$ cat config.mk
export PLATFORM = sky130hd
export DESIGN_NAME = dec_index_sequencer
export DESIGN_NICKNAME = d
export VERILOG_FILES = /design/src/rtl/dec_pkg.sv /design/src/rtl/dec_index_sequencer.sv
export SDC_FILE = /design/constraint.sdc
export NUM_CORES = 1
export LEC_CHECK = 0
export CORE_AREA = 2 2 73 75
export DETAILED_ROUTE_END_ITERATION = 8
export DIE_AREA = 0 0 75 77
export GPL_ROUTABILITY_DRIVEN = 0
export PLACE_DENSITY_LB_ADDON = 0.2
export SETUP_SLACK_MARGIN = 0.05
export SLEW_MARGIN = 20
export SYNTH_ARGS = -nofsm -noshare
export SYNTH_HDL_FRONTEND = slang
export SYNTH_SLANG_ARGS = --single-unit
$ cat constraint.sdc
create_clock -name clk -period 6.4 [get_ports clk]
set_clock_uncertainty 0.1 [all_clocks]
set_input_delay 1.92 -clock clk [delete_from_list [all_inputs] [get_ports clk]]
set_output_delay 1.92 -clock clk [all_outputs]
set_load 0.02 [all_outputs]
$ cat src/rtl/dec_pkg.sv
// Shared types and constants for the 256-line decoder select path.
// Consumers: dec_index_sequencer (optional DEC_SEQ_STRIDE_EN stride support).
package dec_pkg;

    localparam int IDX_W     = 8;
    localparam int NUM_LINES = 1 << IDX_W;

    typedef logic [IDX_W-1:0] idx_t;

    typedef enum logic {
        IDLE = 1'b0,
        EMIT = 1'b1
    } seq_state_t;

endpackage : dec_pkg

$ cat src/rtl/dec_index_sequencer.sv
// Command-driven generator of select codes for the one-hot decoder stage.
// Emits a single index or a (wrapping) range scan on a valid/ready stream.
// Build option: DEC_SEQ_STRIDE_EN adds the cmd_stride port and a stride register;
// without it the scan step is fixed at 1.
module dec_index_sequencer
    import dec_pkg::*;
#(
    parameter int IDX_W = dec_pkg::IDX_W
) (
    input  logic             clk,
    input  logic             rst_n,
    input  logic             cmd_valid,
    output logic             cmd_ready,
    input  logic             cmd_mode,
    input  logic [IDX_W-1:0] cmd_start,
    input  logic [IDX_W-1:0] cmd_end,
`ifdef DEC_SEQ_STRIDE_EN
    input  logic [IDX_W-1:0] cmd_stride,
`endif
    input  logic             abort,
    output logic             idx_valid,
    input  logic             idx_ready,
    output logic [IDX_W-1:0] idx,
    output logic             idx_last,
    output logic             busy,
    output logic             done
);

    seq_state_t       state_q, state_d;
    logic [IDX_W-1:0] idx_q,   idx_d;
    logic [IDX_W-1:0] rem_q,   rem_d;
    logic             last_q,  last_d;
    logic             done_q,  done_d;

    logic [IDX_W-1:0] step_cur;   // stride of the command in progress
    logic [IDX_W-1:0] step_new;   // stride of the command being accepted

`ifdef DEC_SEQ_STRIDE_EN
    logic [IDX_W-1:0] stride_q, stride_d;

    // Zero stride is promoted to 1 so a scan always advances.
    always_comb begin
        step_new = (cmd_stride == '0) ? IDX_W'(1) : cmd_stride;
        step_cur = stride_q;
    end
`else
    // Fixed unit step when the stride option is not built.
    always_comb begin
        step_new = IDX_W'(1);
        step_cur = IDX_W'(1);
    end
`endif

    // Next-state logic: accept, step, finish, abort.
    always_comb begin
        state_d = state_q;
        idx_d   = idx_q;
        rem_d   = rem_q;
        last_d  = last_q;
        done_d  = 1'b0;
`ifdef DEC_SEQ_STRIDE_EN
        stride_d = stride_q;
`endif
        if (abort) begin
            // Any in-flight handshake this cycle is the final one; no done.
            state_d = IDLE;
            last_d  = 1'b0;
        end else if (state_q == IDLE) begin
            if (cmd_valid) begin
                state_d = EMIT;
                idx_d   = cmd_start;
                rem_d   = cmd_mode ? (cmd_end - cmd_start) : '0;
`ifdef DEC_SEQ_STRIDE_EN
                stride_d = step_new;
                last_d   = (rem_d < step_new);
`else
                last_d   = (rem_d == '0);
`endif
            end
        end else if (idx_ready) begin
            if (last_q) begin
                state_d = IDLE;
                done_d  = 1'b1;
                last_d  = 1'b0;
            end else begin
                idx_d = idx_q + step_cur;
                rem_d = rem_q - step_cur;
`ifdef DEC_SEQ_STRIDE_EN
                last_d = (rem_d < step_cur);
`else
                last_d = (rem_d == '0);
`endif
            end
        end
    end

    // State registers with synchronous active-low reset.
    always_ff @(posedge clk) begin
        if (!rst_n) begin
            state_q <= IDLE;
            idx_q   <= '0;
            rem_q   <= '0;
            last_q  <= 1'b0;
            done_q  <= 1'b0;
`ifdef DEC_SEQ_STRIDE_EN
            stride_q <= IDX_W'(1);
`endif
        end else begin
            state_q <= state_d;
            idx_q   <= idx_d;
            rem_q   <= rem_d;
            last_q  <= last_d;
            done_q  <= done_d;
`ifdef DEC_SEQ_STRIDE_EN
            stride_q <= stride_d;
`endif
        end
    end

    // step_new is only consumed by the stride build; keep it referenced otherwise.
    logic unused_step;
    always_comb unused_step = ^step_new;

    assign cmd_ready = (state_q == IDLE) & rst_n & ~abort;
    assign idx_valid = (state_q == EMIT);
    assign busy      = (state_q == EMIT);
    assign idx       = idx_q;
    assign idx_last  = last_q;
    assign done      = done_q;

endmodule : dec_index_sequencer

==> Implementation_results.wiki, run 1 <==
{| class="wikitable"
! Metric !! Value
|-
| Register share of total power || 39.2%
|-
| YS warnings || 0
|-
| Run status || complete, no violations
|-
| Area share of the largest cell type after synthesis || 23.7%
|-
| Number of antenna violations at the first check in global routing || 0
|-
| Category of the worst setup path launch point || input pin
|-
| Cells traversed along the worst timing path || clkdlybuf4s50_1 > nand2b_1 > nor2_1 > clkdlybuf4s50_1
|-
| Final worst-path cycle share || 83.1%
|-
| Distinct cell type count after synthesis || 49
|-
| Crit path max-delay cell type || sky130_fd_sc_hd__clkdlybuf4s50_1
|-
| Number of endpoints with negative hold slack in the final report || 0
|-
| Most frequent cells after synthesis || sky130_fd_sc_hd__dfxtp_1, sky130_fd_sc_hd__inv_1, sky130_fd_sc_hd__nand2_1
|-
| Launch point of the critical path || abort
|-
| Leakage power total || 0.837 nW
|-
| Root Buffer Master || sky130_fd_sc_hd__clkbuf_8
|-
| Flip-flop and latch area || 380 sq um
|-
| Floorplan die width || 75 microns
|-
| Type of the worst setup path || in -> out
|-
| Remaining number of nets flagged by the antenna check after routing || 0
|-
| Cell internal power dissipation || 227 uW
|-
| Routed Wire Length || 4000 microns
|-
| Worst setup EP type || primary output
|-
| Count of max-cap constraint violations || 0
|-
| Worst-case register-to-register setup slack || 4.17 ns
|-
| Multi-input combinational cell area || 1090 sq um
|-
| Die Footprint || 5780 sq um
|-
| Core region area || 4980 sq um
|-
| Synthesized area divided by synthesized cell count || 7.61 sq um
|-
| Pin count of the biggest net entering global routing || 47
|-
| Vertical extent of the die || 77 microns
|-
| Top post-synthesis cells by area || sky130_fd_sc_hd__dfxtp_1, sky130_fd_sc_hd__ha_1, sky130_fd_sc_hd__inv_1, sky130_fd_sc_hd__a21oi_1, sky130_fd_sc_hd__nand2_1
|-
| Via-to-Cell Ratio || 5.00
|-
| # fillers || 517
|-
| Hold Path Class || reg -> reg
|-
| Fraction of layout instances using a drive strength above 1 || 5.46%
|-
| Non-filler instance count after layout || 308
|-
| Number of nets in the synthesized netlist || 245
|-
| Ports || 35
|-
| Final HPWL DP || 2950 microns
|-
| Share of synthesized registers carrying an async set or reset || 0%
|-
| Switch Pwr || 114 uW
|-
| Worst reg2reg path endpoint || idx_last$_SDFFE_PP0P_
|-
| Clock H-tree levels || 1
|-
| Pre-CTS setup slack || 1.10 ns
|-
| Clock transition at path regs || 0.08 ns
|-
| PD cells || 167 nW/um^2
|-
| Via count of the first global-routing pass || 1459
|-
| Antenna cell count || 0
|-
| Initial DRT Pass Iterations || 4
|-
| Standard-cell rows || 26
|-
| WP data required || 4.38 ns
|-
| Number of clock buffers inserted by TritonCTS || 3
|-
| Fin nets || 273
|-
| Combinational group share of total power || 35.1%
|-
| Area growth from synthesis to final layout || 27.0%
|-
| Library cell occupying the most area in the post-synthesis netlist || sky130_fd_sc_hd__dfxtp_1
|-
| DRC violations left || 0
|-
| Wirelength per Cell || 13.0 microns
|-
| Total via count after detailed routing || 1539
|-
| Transition at the pin with the smallest max-transition slack || 0.702 ns
|-
| Primary flip-flop cell chosen by synthesis mapping || sky130_fd_sc_hd__dfxtp_1
|-
| Number of flops mapped to enable cells by yosys || 0
|-
| Dominant cell type by count on the critical path || sky130_fd_sc_hd__clkdlybuf4s50_1
|-
| Minimum setup slack in the final design || 1.08 ns
|-
| RSZ-0062 raised after global routing || false
|-
| Peak clock frequency supported by timing || 188 MHz
|-
| Worst path arrival time || 3.30 ns
|-
| Worst setup path end || cmd_ready
|-
| Count of state elements after synthesis || 19
|-
| Setup violators final || 0
|-
| Setup TNS || 0 ns
|-
| R2r startpoint || rem_q[0]$_SDFFE_PN0P_
|-
| Synthesized instance count || 211
|-
| DRT iter0 DRCs || 42
|-
| Cell count of the worst hold path || 2
|-
| Source-to-sink clock delay at the later pin of the worst-skew pair || 0.26 ns
|-
| Number of clock sinks || 19
|-
| Critical path's largest stage delay || 0.60 ns
|-
| Maximum number of buffers from clock root to sink || 2
|-
| Number of placed instances, taps included || 304
|-
| Peak supply drop || 0.0000725 V
|-
| Portion of the post-synthesis area used by sequential elements || 23.7%
|-
| Overall global routing resource usage || 14.3%
|-
| Global-route wire length before repair || 6520 microns
|-
| GRT overflow || 0
|-
| Initial Utilization || 32.3%
|-
| Number of setup buffers added after CTS || 0
|-
| Count of buffers from port buffering || 34
|-
| Number of buffers inserted by hold repair at cts || 0
|-
| TritonCTS clock tree || done
|-
| Critical path fanouts, max || 4
|-
| Cell count of the worst reg-to-reg path || 7
|-
| Number of instances resized during post-cts repair || 0
|-
| Switching Share || 33.3%
|-
| Max-slew violations || 0
|-
| Post-synth design cell area || 1610 sq um
|-
| Final worst path period need || 5.32 ns
|-
| Clock share of power || 25.8%
|-
| Max_slew headroom || 53.2%
|}
flip-flops by register name, summed over array words and instances (netlist names):
| signal | cells |
|---|---|
| rem_q | 8 |
| busy | 1 |
| idx_last | 1 |
| idx | 8 |
| done | 1 |
area by class of cell:
| type | count | share of cell area [%] |
|---|---|---|
| tap | 70 | 4.29 |
| timing repair buffer | 36 | 17.4 |
| sequential | 19 | 18.7 |
| clock buffer | 3 | 2.02 |
| multi-input combinational | 159 | 53.7 |
| clock inverter | 1 | 0.245 |
| inverter | 20 | 3.68 |
worst min-delay path by stage:
stage,endpoint,start
floorplan,rem_q[1]$_SDFFE_PN0P_,rem_q[1]$_SDFFE_PN0P_
finish,idx[7]$_SDFFE_PN0P_,idx[7]$_SDFFE_PN0P_
detailed placement,idx[7]$_SDFFE_PN0P_,idx[7]$_SDFFE_PN0P_
CTS,idx[7]$_SDFFE_PN0P_,idx[7]$_SDFFE_PN0P_
global route,idx[7]$_SDFFE_PN0P_,idx[7]$_SDFFE_PN0P_
global placement,idx[7]$_SDFFE_PN0P_,idx[7]$_SDFFE_PN0P_
critical path, delay by kind of cell:
kind / cells / cell delay [ns]
buffers and inverters: 2 / 1.06
and+or+nand+nor: 2 / 0.31
layer usage:
layer	GRT usage (%)	wire length, microns	up-vias	part of all wire [%]
met2	21.8	1760	27	44
li1	-	-	802	-
met4	4.64	35	0	0.88
met3	2.10	122	4	3.1
met1	20.2	2080	706	52
met5	0	0	-	0
power by group through the flow:
stage	logic (mW)	registers [mW]	clock network (mW)
global placement	0.119	0.136	0
CTS	0.120	0.133	0.0909
global route	0.134	0.135	0.0948
detailed placement	0.119	0.136	0
finish	0.119	0.133	0.0879
floorplan	0.0776	0.139	0
cell families (layout without fill, tap and decap cells):
| kind of cell | Yosys count | count (layout) | synth area share (%) |
|---|---|---|---|
| flops | 19 | 19 | 23.7 |
| xor+xnor | 6 | 6 | 3.27 |
| simple gates | 74 | 74 | 26.2 |
| fa+ha+maj | 12 | 12 | 9.82 |
| compound gates | 62 | 62 | 25.6 |
| mux | 5 | 5 | 3.20 |
| buf+inv | 33 | 60 | 8.26 |
placed cells by master (no fill, tap or decap), drive strengths merged, types with 4 or more instances in the layout:
| cell | Yosys | routed |
|---|---|---|
| o21ai | 13 | 13 |
| ha | 11 | 11 |
| a31oi | 4 | 4 |
| nor2 | 11 | 11 |
| a21oi | 13 | 13 |
| clkdlybuf4s50 | 0 | 34 |
| o211a | 4 | 4 |
| and2 | 5 | 5 |
| o22ai | 7 | 7 |
| nor2b | 5 | 5 |
| nand2b | 9 | 9 |
| dfxtp | 19 | 19 |
| nand2 | 16 | 16 |
| xor2 | 4 | 4 |
| inv | 20 | 20 |
| a211oi | 5 | 5 |
| nand3 | 7 | 7 |
| mux2i | 4 | 4 |
per-stage QoR:
step / power, mW / utilization [%] / cell area (sq um) / hold WS, ns
4_1_cts: 0.344 / 40.9 / 2040 / 0.391
5_1_grt: 0.363 / 41.0 / 2040 / 0.410
3_5_place_dp: 0.255 / 40.0 / 1990 / 0.380
2_1_floorplan: 0.216 / - / 1610 / 0.394
6_report: 0.341 / 41.0 / 2040 / 0.387
3_3_place_gp: 0.255 / 40.0 / 1990 / 0.372
No activity file was read; power rests on OpenSTA's default activity.
==> run 2: changes to the inputs <==
==> constraint.sdc (replaced) <==
create_clock -name clk -period 4.35 [get_ports clk]
set_clock_uncertainty 0.1 [all_clocks]
set_input_delay 1.305 -clock clk [delete_from_list [all_inputs] [get_ports clk]]
set_output_delay 1.305 -clock clk [all_outputs]
set_load 0.02 [all_outputs]
==> run 2 against run 1 <==
Effect of this change: via count fell by 0.91%; clock power is 51% higher; register-to-register slack lost 2.0 ns.
==> Implementation_results.wiki, run 2 (synthesized netlist as in run 1, its figures left out) <==
{| class="wikitable"
! Metric !! Value
|-
| Hold Path Class || reg -> reg
|-
| Count of max-cap constraint violations || 0
|-
| Via count of the first global-routing pass || 1455
|-
| Setup TNS || 0 ns
|-
| Maximum number of buffers from clock root to sink || 2
|-
| Type of the worst setup path || in -> out
|-
| Combinational group share of total power || 35.0%
|-
| Core region area || 4980 sq um
|-
| Number of antenna violations at the first check in global routing || 0
|-
| Number of clock sinks || 19
|-
| Switching Share || 33.8%
|-
| Critical path's largest stage delay || 0.61 ns
|-
| Fin nets || 274
|-
| Number of clock buffers inserted by TritonCTS || 3
|-
| Run status || complete, no violations
|-
| Critical path fanouts, max || 4
|-
| CP top delay family || buffers and inverters
|-
| Count of buffers from port buffering || 34
|-
| Fraction of layout instances using a drive strength above 1 || 5.44%
|-
| Crit path max-delay cell type || sky130_fd_sc_hd__clkdlybuf4s50_1
|-
| Cells traversed along the worst timing path || clkdlybuf4s50_1 > nand2b_1 > nor2_1 > clkdlybuf4s50_1
|-
| Vertical extent of the die || 77 microns
|-
| Pin count of the biggest net entering global routing || 46
|-
| Routed Wire Length || 4040 microns
|-
| # fillers || 520
|-
| Cell internal power dissipation || 335 uW
|-
| Initial Utilization || 32.3%
|-
| DRT iter0 DRCs || 50
|-
| Number of endpoints with negative hold slack in the final report || 0
|-
| Final worst-path cycle share || 93.5%
|-
| Overall global routing resource usage || 14.8%
|-
| Number of buffers inserted by hold repair at cts || 0
|-
| Source-to-sink clock delay at the later pin of the worst-skew pair || 0.26 ns
|-
| Max_slew headroom || 50.5%
|-
| Peak supply drop || 0.000113 V
|-
| Number of instances resized during post-cts repair || 0
|-
| PD cells || 247 nW/um^2
|-
| Design Power || 506 uW
|-
| Worst path arrival time || 2.66 ns
|-
| GRT overflow || 0
|-
| Switch Pwr || 171 uW
|-
| Ports || 35
|-
| Area growth from synthesis to final layout || 27.4%
|-
| Most common cell after layout, fill and taps aside || sky130_fd_sc_hd__clkdlybuf4s50_1
|-
| Worst setup EP type || primary output
|-
| Max-slew violations || 0
|-
| WP data required || 2.94 ns
|-
| Die Footprint || 5780 sq um
|-
| Remaining number of nets flagged by the antenna check after routing || 0
|-
| Leakage power total || 0.841 nW
|-
| Peak clock frequency supported by timing || 246 MHz
|-
| TritonCTS clock tree || done
|-
| Transition at the pin with the smallest max-transition slack || 0.743 ns
|-
| Register share of total power || 38.8%
|-
| Wirelength per Cell || 13.1 microns
|-
| Final HPWL DP || 2960 microns
|-
| Most used cells in the layout excluding fill and tap cells || sky130_fd_sc_hd__clkdlybuf4s50_1, sky130_fd_sc_hd__inv_1, sky130_fd_sc_hd__dfxtp_1
|-
| Setup violators final || 0
|-
| Category of the worst setup path launch point || input pin
|-
| Via-to-Cell Ratio || 4.94
|-
| Final worst path period need || 4.07 ns
|-
| Dominant cell type by count on the critical path || sky130_fd_sc_hd__clkdlybuf4s50_1
|-
| Root Buffer Master || sky130_fd_sc_hd__clkbuf_8
|-
| Global-route wire length before repair || 6780 microns
|-
| Clock share of power || 26.3%
|-
| RSZ-0062 raised after global routing || false
|-
| DRC violations left || 0
|-
| Floorplan die width || 75 microns
|-
| Clock H-tree levels || 1
|-
| WP buf/inv || 2
|-
| Clock transition at path regs || 0.08 ns
|-
| Total via count after detailed routing || 1525
|-
| Standard-cell rows || 26
|-
| Initial DRT Pass Iterations || 4
|-
| Antenna cell count || 0
|-
| Number of setup buffers added after CTS || 0
|}
==> run 2: cell types whose count changed in the layout (fill, tap and decap cells not counted) <==
cell | previous run | this run
sky130_fd_sc_hd__buf_4 | 2 | 3
sky130_fd_sc_hd__nor2b_1 | 4 | 5
sky130_fd_sc_hd__nor2b_2 | 1 | 0
==> run 2: worst min-delay path: cells and delay by family (launching register included) <==
kind / cells / cell delay (ns)
AO/OA/AOI/OAI: 1 / 0.05
flip-flops: 1 / 0.33
AND/OR/NAND/NOR: 1 / 0.06
==> run 2: worst paths after layout <==
kind | end | slack [ns] | start | cells past startpoint
setup / recovery | cmd_ready | 0.28 | abort | 4
hold / removal | idx[7]$_SDFFE_PN0P_ | 0.39 | idx[7]$_SDFFE_PN0P_ | 2
setup reg to reg | idx[3]$_SDFFE_PN0P_ | 2.14 | busy$_SDFF_PP0_ | 7
hold reg to reg | idx[7]$_SDFFE_PN0P_ | 0.39 | idx[7]$_SDFFE_PN0P_ | 2
==> run 2: power groups by stage <==
| stage | clock network [mW] | logic, mW | registers, mW |
|---|---|---|---|
| 2_1_floorplan | 0 | 0.114 | 0.204 |
| 3_3_place_gp | 0 | 0.176 | 0.201 |
| 3_5_place_dp | 0 | 0.176 | 0.200 |
| 4_1_cts | 0.136 | 0.177 | 0.196 |
| 5_1_grt | 0.142 | 0.197 | 0.198 |
| 6_report | 0.133 | 0.177 | 0.196 |
==> run 2: metal layers <==
layer | global-route usage [%] | wire length [microns] | up-vias
met5 | 0 | 0 | -
met4 | 3.93 | 27 | 0
met3 | 3.42 | 154 | 2
met2 | 21.9 | 1750 | 25
met1 | 21.2 | 2110 | 691
li1 | - | - | 807
==> run 2: per-stage QoR <==
stage | area (sq um) | hold slack [ns] | util [%] | setup WS [ns] | instances
finish | 2040 | 0.386 | 41.1 | 0.281 | 309
global route | 2040 | 0.410 | 41.1 | 0.214 | 309
CTS | 2040 | 0.388 | 41.1 | 0.274 | 309
detailed placement | 2000 | 0.378 | 40.1 | 0.288 | 305
global placement | 2000 | 0.372 | 40.1 | 0.281 | 305
floorplan | 1610 | 0.394 | - | 1.18 | 211
==> run 2: cell type report <==
class                   count  area, sq um  share of cell area, %
multi-input cells         159         1090                   53.4
flip-flops and latches     19          380                   18.6
repair buffers             37          363                   17.7
well taps                  70         87.6                   4.28
inverters                  20         75.1                   3.67
clock buffers               3         41.3                   2.02
clock inverters             1         5.00                  0.245
==> run 3: changes to the inputs <==
--- a/config.mk
+++ b/config.mk
@@ -8,7 +8,6 @@
 export CORE_AREA = 2 2 73 75
 export DETAILED_ROUTE_END_ITERATION = 8
 export DIE_AREA = 0 0 75 77
-export GPL_ROUTABILITY_DRIVEN = 0
 export PLACE_DENSITY_LB_ADDON = 0.2
 export SETUP_SLACK_MARGIN = 0.05
 export SLEW_MARGIN = 20
==> results of run 3 <==
Final layout, timing and power as in run 2 (identical DEF).
